===== src/rtl/l2_mem_arbiter_if.sv =====
// l2_mem_arbiter_if: bundle of the L1-side and memory-side signals of the L2 memory arbiter.
//   slave  modport: the arbiter (takes requests and memory responses, drives grants and data)
//   master modport: the environment (I-cache, D-cache, prefetcher and physical memory)
// Signals:
//   i_*   I-cache line read port          d_*  D-cache line read / writeback port
//   p_*   next-line prefetcher port       mem_* single line-wide physical memory port
interface l2_mem_arbiter_if #(
    parameter int unsigned ADDR_WIDTH = 32,
    parameter int unsigned LINE_WIDTH = 256
);
    logic                  i_read;
    logic [ADDR_WIDTH-1:0] i_address;
    logic [LINE_WIDTH-1:0] i_rdata;
    logic                  i_resp;

    logic                  d_read;
    logic                  d_write;
    logic [ADDR_WIDTH-1:0] d_address;
    logic [LINE_WIDTH-1:0] d_wdata;
    logic [LINE_WIDTH-1:0] d_rdata;
    logic                  d_resp;

    logic                  p_read;
    logic [ADDR_WIDTH-1:0] p_address;
    logic                  p_grant;
    logic [LINE_WIDTH-1:0] p_rdata;
    logic                  p_resp;

    logic                  mem_read;
    logic                  mem_write;
    logic [ADDR_WIDTH-1:0] mem_address;
    logic [LINE_WIDTH-1:0] mem_wdata;
    logic [LINE_WIDTH-1:0] mem_rdata;
    logic                  mem_resp;

    modport slave (
        input  i_read, i_address, d_read, d_write, d_address, d_wdata,
        input  p_read, p_address, mem_rdata, mem_resp,
        output i_rdata, i_resp, d_rdata, d_resp, p_grant, p_rdata, p_resp,
        output mem_read, mem_write, mem_address, mem_wdata
    );

    modport master (
        output i_read, i_address, d_read, d_write, d_address, d_wdata,
        output p_read, p_address, mem_rdata, mem_resp,
        input  i_rdata, i_resp, d_rdata, d_resp, p_grant, p_rdata, p_resp,
        input  mem_read, mem_write, mem_address, mem_wdata
    );
endinterface


===== src/rtl/l2_mem_arbiter.sv =====
// l2_mem_arbiter: shares one line-wide physical memory port between I-cache miss fills,
// D-cache fills/writebacks and the next-line prefetcher.
//   - I and D demand requests are arbitrated round-robin; prefetch only goes when no demand waits.
//   - One memory transaction at a time; a one-cycle RELEASE follows every completion.
//   - An I-cache miss to the line being prefetched completes with that prefetch's response.
// Ports:
//   clk    clock
//   reset  synchronous, active-high reset
//   bus    l2_mem_arbiter_if.slave (cache, prefetcher and memory signals)
module l2_mem_arbiter #(
    parameter int unsigned ADDR_WIDTH = 32,
    parameter int unsigned LINE_WIDTH = 256
) (
    input logic              clk,
    input logic              reset,
    l2_mem_arbiter_if.slave  bus
);

    typedef enum logic [2:0] {
        StIdle,
        StServeI,
        StServeD,
        StServeP,
        StRelease
    } state_e;

    state_e                r_state;
    logic                  r_last_d;     // 1: D was served last, so I wins the next tie
    logic [ADDR_WIDTH-1:0] r_addr;
    logic [LINE_WIDTH-1:0] r_wdata;
    logic                  r_mem_read;   // also serves as the latched op of the transaction
    logic                  r_mem_write;

    logic w_d_req;
    logic w_grant_i;
    logic w_grant_d;
    logic w_grant_p;
    logic w_merge;

    assign w_d_req = bus.d_read | bus.d_write;

    // IDLE arbitration: demand beats prefetch, ties between I and D alternate.
    always_comb begin
        w_grant_i = 1'b0;
        w_grant_d = 1'b0;
        w_grant_p = 1'b0;
        if (r_state == StIdle) begin
            if (bus.i_read && w_d_req) begin
                w_grant_i = r_last_d;
                w_grant_d = ~r_last_d;
            end else if (bus.i_read) begin
                w_grant_i = 1'b1;
            end else if (w_d_req) begin
                w_grant_d = 1'b1;
            end else if (bus.p_read) begin
                w_grant_p = 1'b1;
            end
        end
    end

    // I-cache miss to the line already being prefetched rides on the prefetch response.
    assign w_merge = (r_state == StServeP) && bus.i_read && (bus.i_address == r_addr);

    always_ff @(posedge clk) begin
        if (reset) begin
            r_state     <= StIdle;
            r_last_d    <= 1'b1;
            r_addr      <= '0;
            r_wdata     <= '0;
            r_mem_read  <= 1'b0;
            r_mem_write <= 1'b0;
        end else begin
            unique case (r_state)
                StIdle: begin
                    if (w_grant_i) begin
                        r_addr      <= bus.i_address;
                        r_mem_read  <= 1'b1;
                        r_mem_write <= 1'b0;
                        r_state     <= StServeI;
                    end else if (w_grant_d) begin
                        // d_read together with d_write is treated as a writeback.
                        r_addr      <= bus.d_address;
                        r_wdata     <= bus.d_wdata;
                        r_mem_read  <= ~bus.d_write;
                        r_mem_write <= bus.d_write;
                        r_state     <= StServeD;
                    end else if (w_grant_p) begin
                        r_addr      <= bus.p_address;
                        r_mem_read  <= 1'b1;
                        r_mem_write <= 1'b0;
                        r_state     <= StServeP;
                    end
                end
                StServeI, StServeD, StServeP: begin
                    if (bus.mem_resp) begin
                        r_mem_read  <= 1'b0;
                        r_mem_write <= 1'b0;
                        r_state     <= StRelease;
                        if (r_state == StServeI) begin
                            r_last_d <= 1'b0;
                        end else if (r_state == StServeD) begin
                            r_last_d <= 1'b1;
                        end
                    end
                end
                StRelease: begin
                    r_state <= StIdle;
                end
                default: begin
                    r_state <= StIdle;
                end
            endcase
        end
    end

    // Completion pulses are combinational on mem_resp and only reach the granted requester(s).
    assign bus.i_resp  = ~reset & bus.mem_resp & ((r_state == StServeI) | w_merge);
    assign bus.d_resp  = ~reset & bus.mem_resp & (r_state == StServeD);
    assign bus.p_resp  = ~reset & bus.mem_resp & (r_state == StServeP);
    assign bus.p_grant = ~reset & w_grant_p;

    assign bus.i_rdata = bus.mem_rdata;
    assign bus.d_rdata = bus.mem_rdata;
    assign bus.p_rdata = bus.mem_rdata;

    assign bus.mem_read    = r_mem_read;
    assign bus.mem_write   = r_mem_write;
    assign bus.mem_address = r_addr;
    assign bus.mem_wdata   = r_wdata;

    always_ff @(posedge clk) begin
        if (!reset) begin
            assert (!(bus.d_read && bus.d_write))
            else $error("l2_mem_arbiter: d_read and d_write asserted together");
        end
    end

endmodule


===== src/flat_wrapper.sv =====
// flat-port wrapper written by rule: the top's interface ports become plain ports
module l2_mem_arbiter_flat 
#(
    parameter int unsigned ADDR_WIDTH = 32,
    parameter int unsigned LINE_WIDTH = 256
)
  (clk, reset, bus_i_read, bus_i_address, bus_d_read, bus_d_write, bus_d_address, bus_d_wdata, bus_p_read, bus_p_address, bus_mem_rdata, bus_mem_resp, bus_i_rdata, bus_i_resp, bus_d_rdata, bus_d_resp, bus_p_grant, bus_p_rdata, bus_p_resp, bus_mem_read, bus_mem_write, bus_mem_address, bus_mem_wdata);
  l2_mem_arbiter_if #(.ADDR_WIDTH(ADDR_WIDTH), .LINE_WIDTH(LINE_WIDTH)) bus_i ();
  input logic clk;
  input logic reset;
  input wire logic [$bits(bus_i.i_read)-1:0] bus_i_read;
  input wire logic [$bits(bus_i.i_address)-1:0] bus_i_address;
  input wire logic [$bits(bus_i.d_read)-1:0] bus_d_read;
  input wire logic [$bits(bus_i.d_write)-1:0] bus_d_write;
  input wire logic [$bits(bus_i.d_address)-1:0] bus_d_address;
  input wire logic [$bits(bus_i.d_wdata)-1:0] bus_d_wdata;
  input wire logic [$bits(bus_i.p_read)-1:0] bus_p_read;
  input wire logic [$bits(bus_i.p_address)-1:0] bus_p_address;
  input wire logic [$bits(bus_i.mem_rdata)-1:0] bus_mem_rdata;
  input wire logic [$bits(bus_i.mem_resp)-1:0] bus_mem_resp;
  output wire logic [$bits(bus_i.i_rdata)-1:0] bus_i_rdata;
  output wire logic [$bits(bus_i.i_resp)-1:0] bus_i_resp;
  output wire logic [$bits(bus_i.d_rdata)-1:0] bus_d_rdata;
  output wire logic [$bits(bus_i.d_resp)-1:0] bus_d_resp;
  output wire logic [$bits(bus_i.p_grant)-1:0] bus_p_grant;
  output wire logic [$bits(bus_i.p_rdata)-1:0] bus_p_rdata;
  output wire logic [$bits(bus_i.p_resp)-1:0] bus_p_resp;
  output wire logic [$bits(bus_i.mem_read)-1:0] bus_mem_read;
  output wire logic [$bits(bus_i.mem_write)-1:0] bus_mem_write;
  output wire logic [$bits(bus_i.mem_address)-1:0] bus_mem_address;
  output wire logic [$bits(bus_i.mem_wdata)-1:0] bus_mem_wdata;
  assign bus_i.i_read = bus_i_read;
  assign bus_i.i_address = bus_i_address;
  assign bus_i.d_read = bus_d_read;
  assign bus_i.d_write = bus_d_write;
  assign bus_i.d_address = bus_d_address;
  assign bus_i.d_wdata = bus_d_wdata;
  assign bus_i.p_read = bus_p_read;
  assign bus_i.p_address = bus_p_address;
  assign bus_i.mem_rdata = bus_mem_rdata;
  assign bus_i.mem_resp = bus_mem_resp;
  assign bus_i_rdata = bus_i.i_rdata;
  assign bus_i_resp = bus_i.i_resp;
  assign bus_d_rdata = bus_i.d_rdata;
  assign bus_d_resp = bus_i.d_resp;
  assign bus_p_grant = bus_i.p_grant;
  assign bus_p_rdata = bus_i.p_rdata;
  assign bus_p_resp = bus_i.p_resp;
  assign bus_mem_read = bus_i.mem_read;
  assign bus_mem_write = bus_i.mem_write;
  assign bus_mem_address = bus_i.mem_address;
  assign bus_mem_wdata = bus_i.mem_wdata;
  l2_mem_arbiter #(.ADDR_WIDTH(ADDR_WIDTH), .LINE_WIDTH(LINE_WIDTH)) u_core (.clk(clk), .reset(reset), .bus(bus_i));
endmodule

===== config.mk =====
export PLATFORM = sky130hd
export DESIGN_NAME = l2_mem_arbiter_flat
export DESIGN_NICKNAME = d
export VERILOG_FILES = /design/src/rtl/l2_mem_arbiter_if.sv /design/src/rtl/l2_mem_arbiter.sv /design/src/flat_wrapper.sv
export SDC_FILE = /design/constraint.sdc
export NUM_CORES = 1
export LEC_CHECK = 0
export BUFFER_PORTS_ARGS = -buffer_cell sky130_fd_sc_hd__clkbuf_2
export CAP_MARGIN = 10
export CORE_AREA = 2 2 658 660
export DETAILED_ROUTE_END_ITERATION = 16
export DIE_AREA = 0 0 660 662
export GPL_ROUTABILITY_DRIVEN = 0
export GPL_TIMING_DRIVEN = 1
export PLACE_DENSITY = 0.3
export SLEW_MARGIN = 10
export SYNTH_ARGS = -nofsm -noshare
export SYNTH_HDL_FRONTEND = slang
export SYNTH_SLANG_ARGS = --single-unit

===== constraint.sdc =====
create_clock -name clk -period 2 [get_ports clk]
set_input_delay 0.4 -clock clk [delete_from_list [all_inputs] [get_ports clk]]
set_output_delay 0.4 -clock clk [all_outputs]
set_load 0.05 [all_outputs]

## Word level (Yosys, flattened, before mapping)

Cells that the tools add are included.

| word-level totals | value |
|---|---|
| flip-flop bits (word level) | 294 |
| logic and storage cells | 67 |
| output and inout port bits | 1062 |
| bits of input ports | 615 |

| cells by class | value |
|---|---|
| mux-type cells | 31 |
| equal/unequal tests | 6 |
| bitwise logic cells | 11 |
| reduce and logical (&&, ||, !) cells | 13 |

Operators by type and width:

| kind | count |
|---|---|
| two-way mux 32 bit | 3 |
| == test 32 bit | 1 |
| two-way mux 1 bit | 21 |
| two-way mux 3 bit | 4 |
| AND reduction 3 bit | 3 |
| == test 3 x 2 -> 1 bit, second input constant | 2 |
| case mux 3 bit (2 select lines) | 1 |
| bitwise AND 1 bit | 5 |
| != test 4 x 1 -> 1 bit, second input constant | 1 |
| NOT 1 bit | 4 |
| case mux 1 bit (2 select lines) | 2 |
| AND reduction 2 bit | 2 |
| nonzero test 2 bit | 2 |
| == test 3 x 1 -> 1 bit, second input constant | 1 |
| logical AND 1 bit | 3 |
| zero test 3 bit | 1 |
| nonzero test 3 bit | 1 |
| OR reduction 3 bit | 1 |
| != test 2 bit, second input constant | 1 |
| OR 1 bit | 2 |

## Logic depth before layout (Yosys ltp)

| logic depth | value |
|---|---|
| word-level depth | 9 |
| depth in mapped cells | 8 |
| depth with buffers taken out | 5 |

## Worst setup path after synthesis

Ideal clock, no wire load.

| timing path | value |
|---|---|
| path kind | input to output |
| start | input reset |
| end | output bus_d_resp |
| data required time | 1.600 ns |
| stages on the path | 3 |
| path slack | -0.838 ns |
| path buffers | 2 |
| arrival | 2.438 ns |
| cells stage by stage | clkbuf_1 > clkbuf_1 > nor4b_1 |

| on the way | value |
|---|---|
| word-level cells in the longest chain between the ends | 3 |

RTL lines:

| item | RTL line | text |
|---|---|---|
| start, declared | flat_wrapper.sv:10 | `input logic reset;` |
| NOT 1 bit | l2_mem_arbiter.sv:118 | `assign bus.d_resp = ~reset & bus.mem_resp & (r_state == StServeD);` |
| bitwise AND 1 bit (2 in series) | l2_mem_arbiter.sv:118 |  |
| end, declared | flat_wrapper.sv:24 | `output wire logic [$bits(bus_i.d_resp)-1:0] bus_d_resp;` |

No other way between the ends.

## Worst setup path in the final report

| timing path | value |
|---|---|
| start | register u_core.r_addr[1] (netlist: u_core.bus.mem_address[1]) |
| end | output bus_i_resp |

| on the way | value |
|---|---|
| word-level cells in the longest chain between the ends | 4 |

RTL lines:

| item | RTL line | text |
|---|---|---|
| start, declared | l2_mem_arbiter.sv:29 | `logic [ADDR_WIDTH-1:0] r_addr;` |
| start signal, assigned | l2_mem_arbiter.sv:76 | `r_addr <= bus.i_address;` |
| start signal, assigned | l2_mem_arbiter.sv:82 | `r_addr <= bus.d_address;` |
| start signal, assigned | l2_mem_arbiter.sv:88 | `r_addr <= bus.p_address;` |
| == test 32 bit | l2_mem_arbiter.sv:62 | `assign w_merge = (r_state == StServeP) && bus.i_read && (bus.i_address == r_addr);` |
| logical AND 1 bit | l2_mem_arbiter.sv:62 |  |
| OR 1 bit | l2_mem_arbiter.sv:117 | `assign bus.i_resp = ~reset & bus.mem_resp & ((r_state == StServeI) \| w_merge);` |
| bitwise AND 1 bit | l2_mem_arbiter.sv:117 |  |
| end, declared | flat_wrapper.sv:22 | `output wire logic [$bits(bus_i.i_resp)-1:0] bus_i_resp;` |

No other way between the ends.

==> metrics.yaml <==
cts-htree-levels: 2
synth_seq_cells: 294
seq_area_frac_synth: 0.352
clock_latency_ps: 720
period_share: 1.45
cts.sinks: 294
core.rowCount: 241
layout-drive-gt1-share: 0.444
crit_family: "simple AND/OR/NAND/NOR gates"
grt_pass1_vias: 15292
die-area_um2: 437000
met2_usage: 0.171
cts_buffers: 51
grt.busiest_layer: "met2"
die_w_um: 660
crit_required_ps: 1600
fill_cells: 50722
powerDensity_nw_per_um2: 942
io_buffers: 652
crit_arrival_ps: 2510
place_inst: 7728
crit_type: "flip-flop to output port"
finalSetupViolations: 91
hold_path.class: "input port to flip-flop"
critPathLaunchType: "flip-flop"
synth.avg_cell_area_um2: 7.90
place_hpwl_um: 224000
drt-pass1-iter-count: 5
fin_ws_ps: -905
grt_antenna_before_repair: 142
fin_nets: 2995
status: "complete, but fails checks"
final_hold_viol_count: 0
skew_ps: 27.9
gr-usage-met3: 0.136
path_clk_slew_ps: 50
coreArea_um2: 430000
hold_ws_ps: 113
vias_per_cell: 1.99
vias: 16221
min_period_ps: 2910
finalSetupTns_ps: -4380
crit_chain: "xor2_2 > nor4_4 > buf_4 > nand4_1 > nor4_2 > or2_4 > buf_12"
netlist_area_um2: 16700
gr-usage-all-layers: 0.107
violations: "setup timing"
slowest_stage: "nor4_4"
pin_count: 1677
cts_tree: "built"
grt_max_degree: 44
grt_pass1_wl_um: 277000
drt_iter0_markers: 1041
initial_core_util: 0.0390
tightest_slew_ps: 617
syn-instance-count: 2120
cap_violations: 0
chipHeight_um: 662
drtAntennaViolNets: 0
total_leakage_power_nw: 9.74
area_growth_pct: 68.9
wl_um: 249000
ys_types: 37
rsz0062_at_grt: "yes"
gr-usage-met1: 0.0767
ir_worst_vdd_mv: 0.632
drv_slew: 0
drc: 0
cp_max_fo: 2
final_cells: 8135
synthesis.nets: 2735
fmax_ghz: 0.344
yosysWarningCount: 0
maxSlewHeadroom: 0.587
clock_path_buffers: 3
wire_per_inst_um: 30.6
crit_buf_inv: 2
worst_path_largest_cell_delay_ps: 330
cts_root_buffer: "clkbuf_16"
overflow: 0
endpoint_kind: "output port"
==> stage by stage <==
step / worst slack (ps) / util / cell area [µm²] / power (mW)
CTS: -1140 / 0.0629 / 27000 / 26.6
floorplan: -194 / - / 16800 / 15.5
detailed placement: -1140 / 0.0517 / 22200 / 15.5
global placement: -1180 / 0.0517 / 22200 / 15.5
finish: -905 / 0.0658 / 28300 / 26.6
global route: -1110 / 0.0658 / 28300 / 28.2
==> metal layers <==
metal / vias up / wire [µm]
met4: 16 / 7590
met3: 476 / 65800
met1: 7118 / 63700
li1: 6621 / -
met2: 1990 / 111000
met5: - / 518
==> synthesized netlist by cell type, drive strengths merged <==
| cell type | count | area share |
|---|---|---|
| buf | 832 | 0.37 |
| o21ai | 2 | 0.00060 |
| a31oi | 1 | 0.00037 |
| xor2 | 27 | 0.014 |
| nand2 | 518 | 0.12 |
| inv | 1 | 0.00022 |
| nor2 | 40 | 0.0096 |
| a21oi | 259 | 0.078 |
| a211oi | 32 | 0.014 |
| nor3 | 7 | 0.0024 |
| o211ai | 1 | 0.00045 |
| nand4 | 2 | 0.00075 |
| a22oi | 1 | 0.00045 |
| nor4 | 9 | 0.0043 |
| nor4b | 2 | 0.0010 |
| clkbuf | 44 | 0.0099 |
| o22a | 1 | 0.00052 |
| and2 | 1 | 0.00037 |
| a2111oi | 1 | 0.00052 |
| a2bb2oi | 1 | 0.00052 |
| o32ai | 2 | 0.0010 |
| xnor2 | 5 | 0.0026 |
| or2 | 2 | 0.00075 |
| o31ai | 1 | 0.00045 |
| nand2b | 1 | 0.00037 |
| a222oi | 31 | 0.019 |
| nand3 | 2 | 0.00060 |
| dfxtp | 294 | 0.35 |
==> cell usage in the layout (no fill, tap or decap), types with 2 or more instances in the layout <==
| cell type | n |
|---|---|
| clkbuf_4 | 76 |
| nand4_1 | 2 |
| buf_6 | 17 |
| diode_2 | 11 |
| o32ai_1 | 2 |
| clkinv_2 | 5 |
| dlygate4sd3_1 | 272 |
| nand3_1 | 2 |
| buf_12 | 40 |
| buf_8 | 11 |
| a21oi_2 | 92 |
| nor4_4 | 3 |
| inv_6 | 3 |
| nor2_4 | 3 |
| a21oi_1 | 166 |
| dfxtp_4 | 2 |
| buf_16 | 4 |
| nor2_1 | 37 |
| nand2_2 | 43 |
| dfxtp_2 | 16 |
| buf_2 | 5 |
| nor4_1 | 5 |
| dfxtp_1 | 276 |
| clkbuf_8 | 8 |
| nand2_4 | 10 |
| nor3_4 | 2 |
| a222oi_1 | 31 |
| a211oi_1 | 31 |
| xor2_1 | 25 |
| nor3_1 | 5 |
| clkinv_4 | 3 |
| nand2_1 | 465 |
| xnor2_1 | 5 |
| bufinv_16 | 7 |
| clkbuf_16 | 61 |
| clkbuf_1 | 10 |
| buf_4 | 83 |
| clkbuf_2 | 563 |
==> registers in the layout, summed over array words and instances (netlist names) <==
| register | cells |
|---|---|
| u_core.bus.mem_write | 1 |
| u_core.r_state | 3 |
| u_core.bus.mem_address | 32 |
| u_core.bus.mem_read | 1 |
| u_core.r_last_d | 1 |
| u_core.bus.mem_wdata | 256 |
==> report_power, final <==
group	internal, mW	total [mW]	switching (mW)
Sequential	6.57	7.01	0.444
Combinational	3.13	9.89	6.76
Clock	5.77	9.73	3.96
==> repair_timing <==
| item | in CTS | in global routing |
|---|---|---|
| hold buffers | 271 | 1 |
| pin swaps | 11 | 19 |
| setup endpoints to repair | 83 | 62 |
| resized for setup | 107 | 206 |
| hold endpoints to repair | 268 | 1 |
| gates cloned | 0 | 11 |
| buffers inserted | 7 | 26 |
==> worst paths after layout <==
check | startpoint | to | slack (ps) | cells after the start
setup reg to reg | u_core.r_state[1] | u_core.bus.mem_wdata[200] | -90 | 10
hold reg to reg | u_core.bus.mem_wdata[37] | u_core.bus.mem_wdata[37] | 450 | 2
setup / recovery | u_core.bus.mem_address[1] | bus_i_resp | -910 | 7
hold / removal | bus_d_address[26] | u_core.bus.mem_address[26] | 110 | 3
==> cells by family after synthesis <==
family	after synthesis	share of synthesized area
compound gates	333	0.115
simple gates	584	0.136
buf+inv	877	0.380
xor+xnor	32	0.0167
flops	294	0.352
==> area by class of cell <==
class                   instances  area [µm²]  area share
diodes                         11        27.5    0.000973
clock buffers                  67        1400      0.0494
clock inverters                20         315      0.0112
inverters                       1        6.26    0.000221
multi-input cells             949        5170       0.183
flip-flops and latches        294        5910       0.209
well taps                    5710        7140       0.253
repair buffers               1083        8300       0.294
==> worst min-delay path: stages <==
cell and delay [ps]:
clkbuf_2 80, a222oi_1 90, a211oi_1 190
Note: power is estimated with default switching activity, not from simulation.
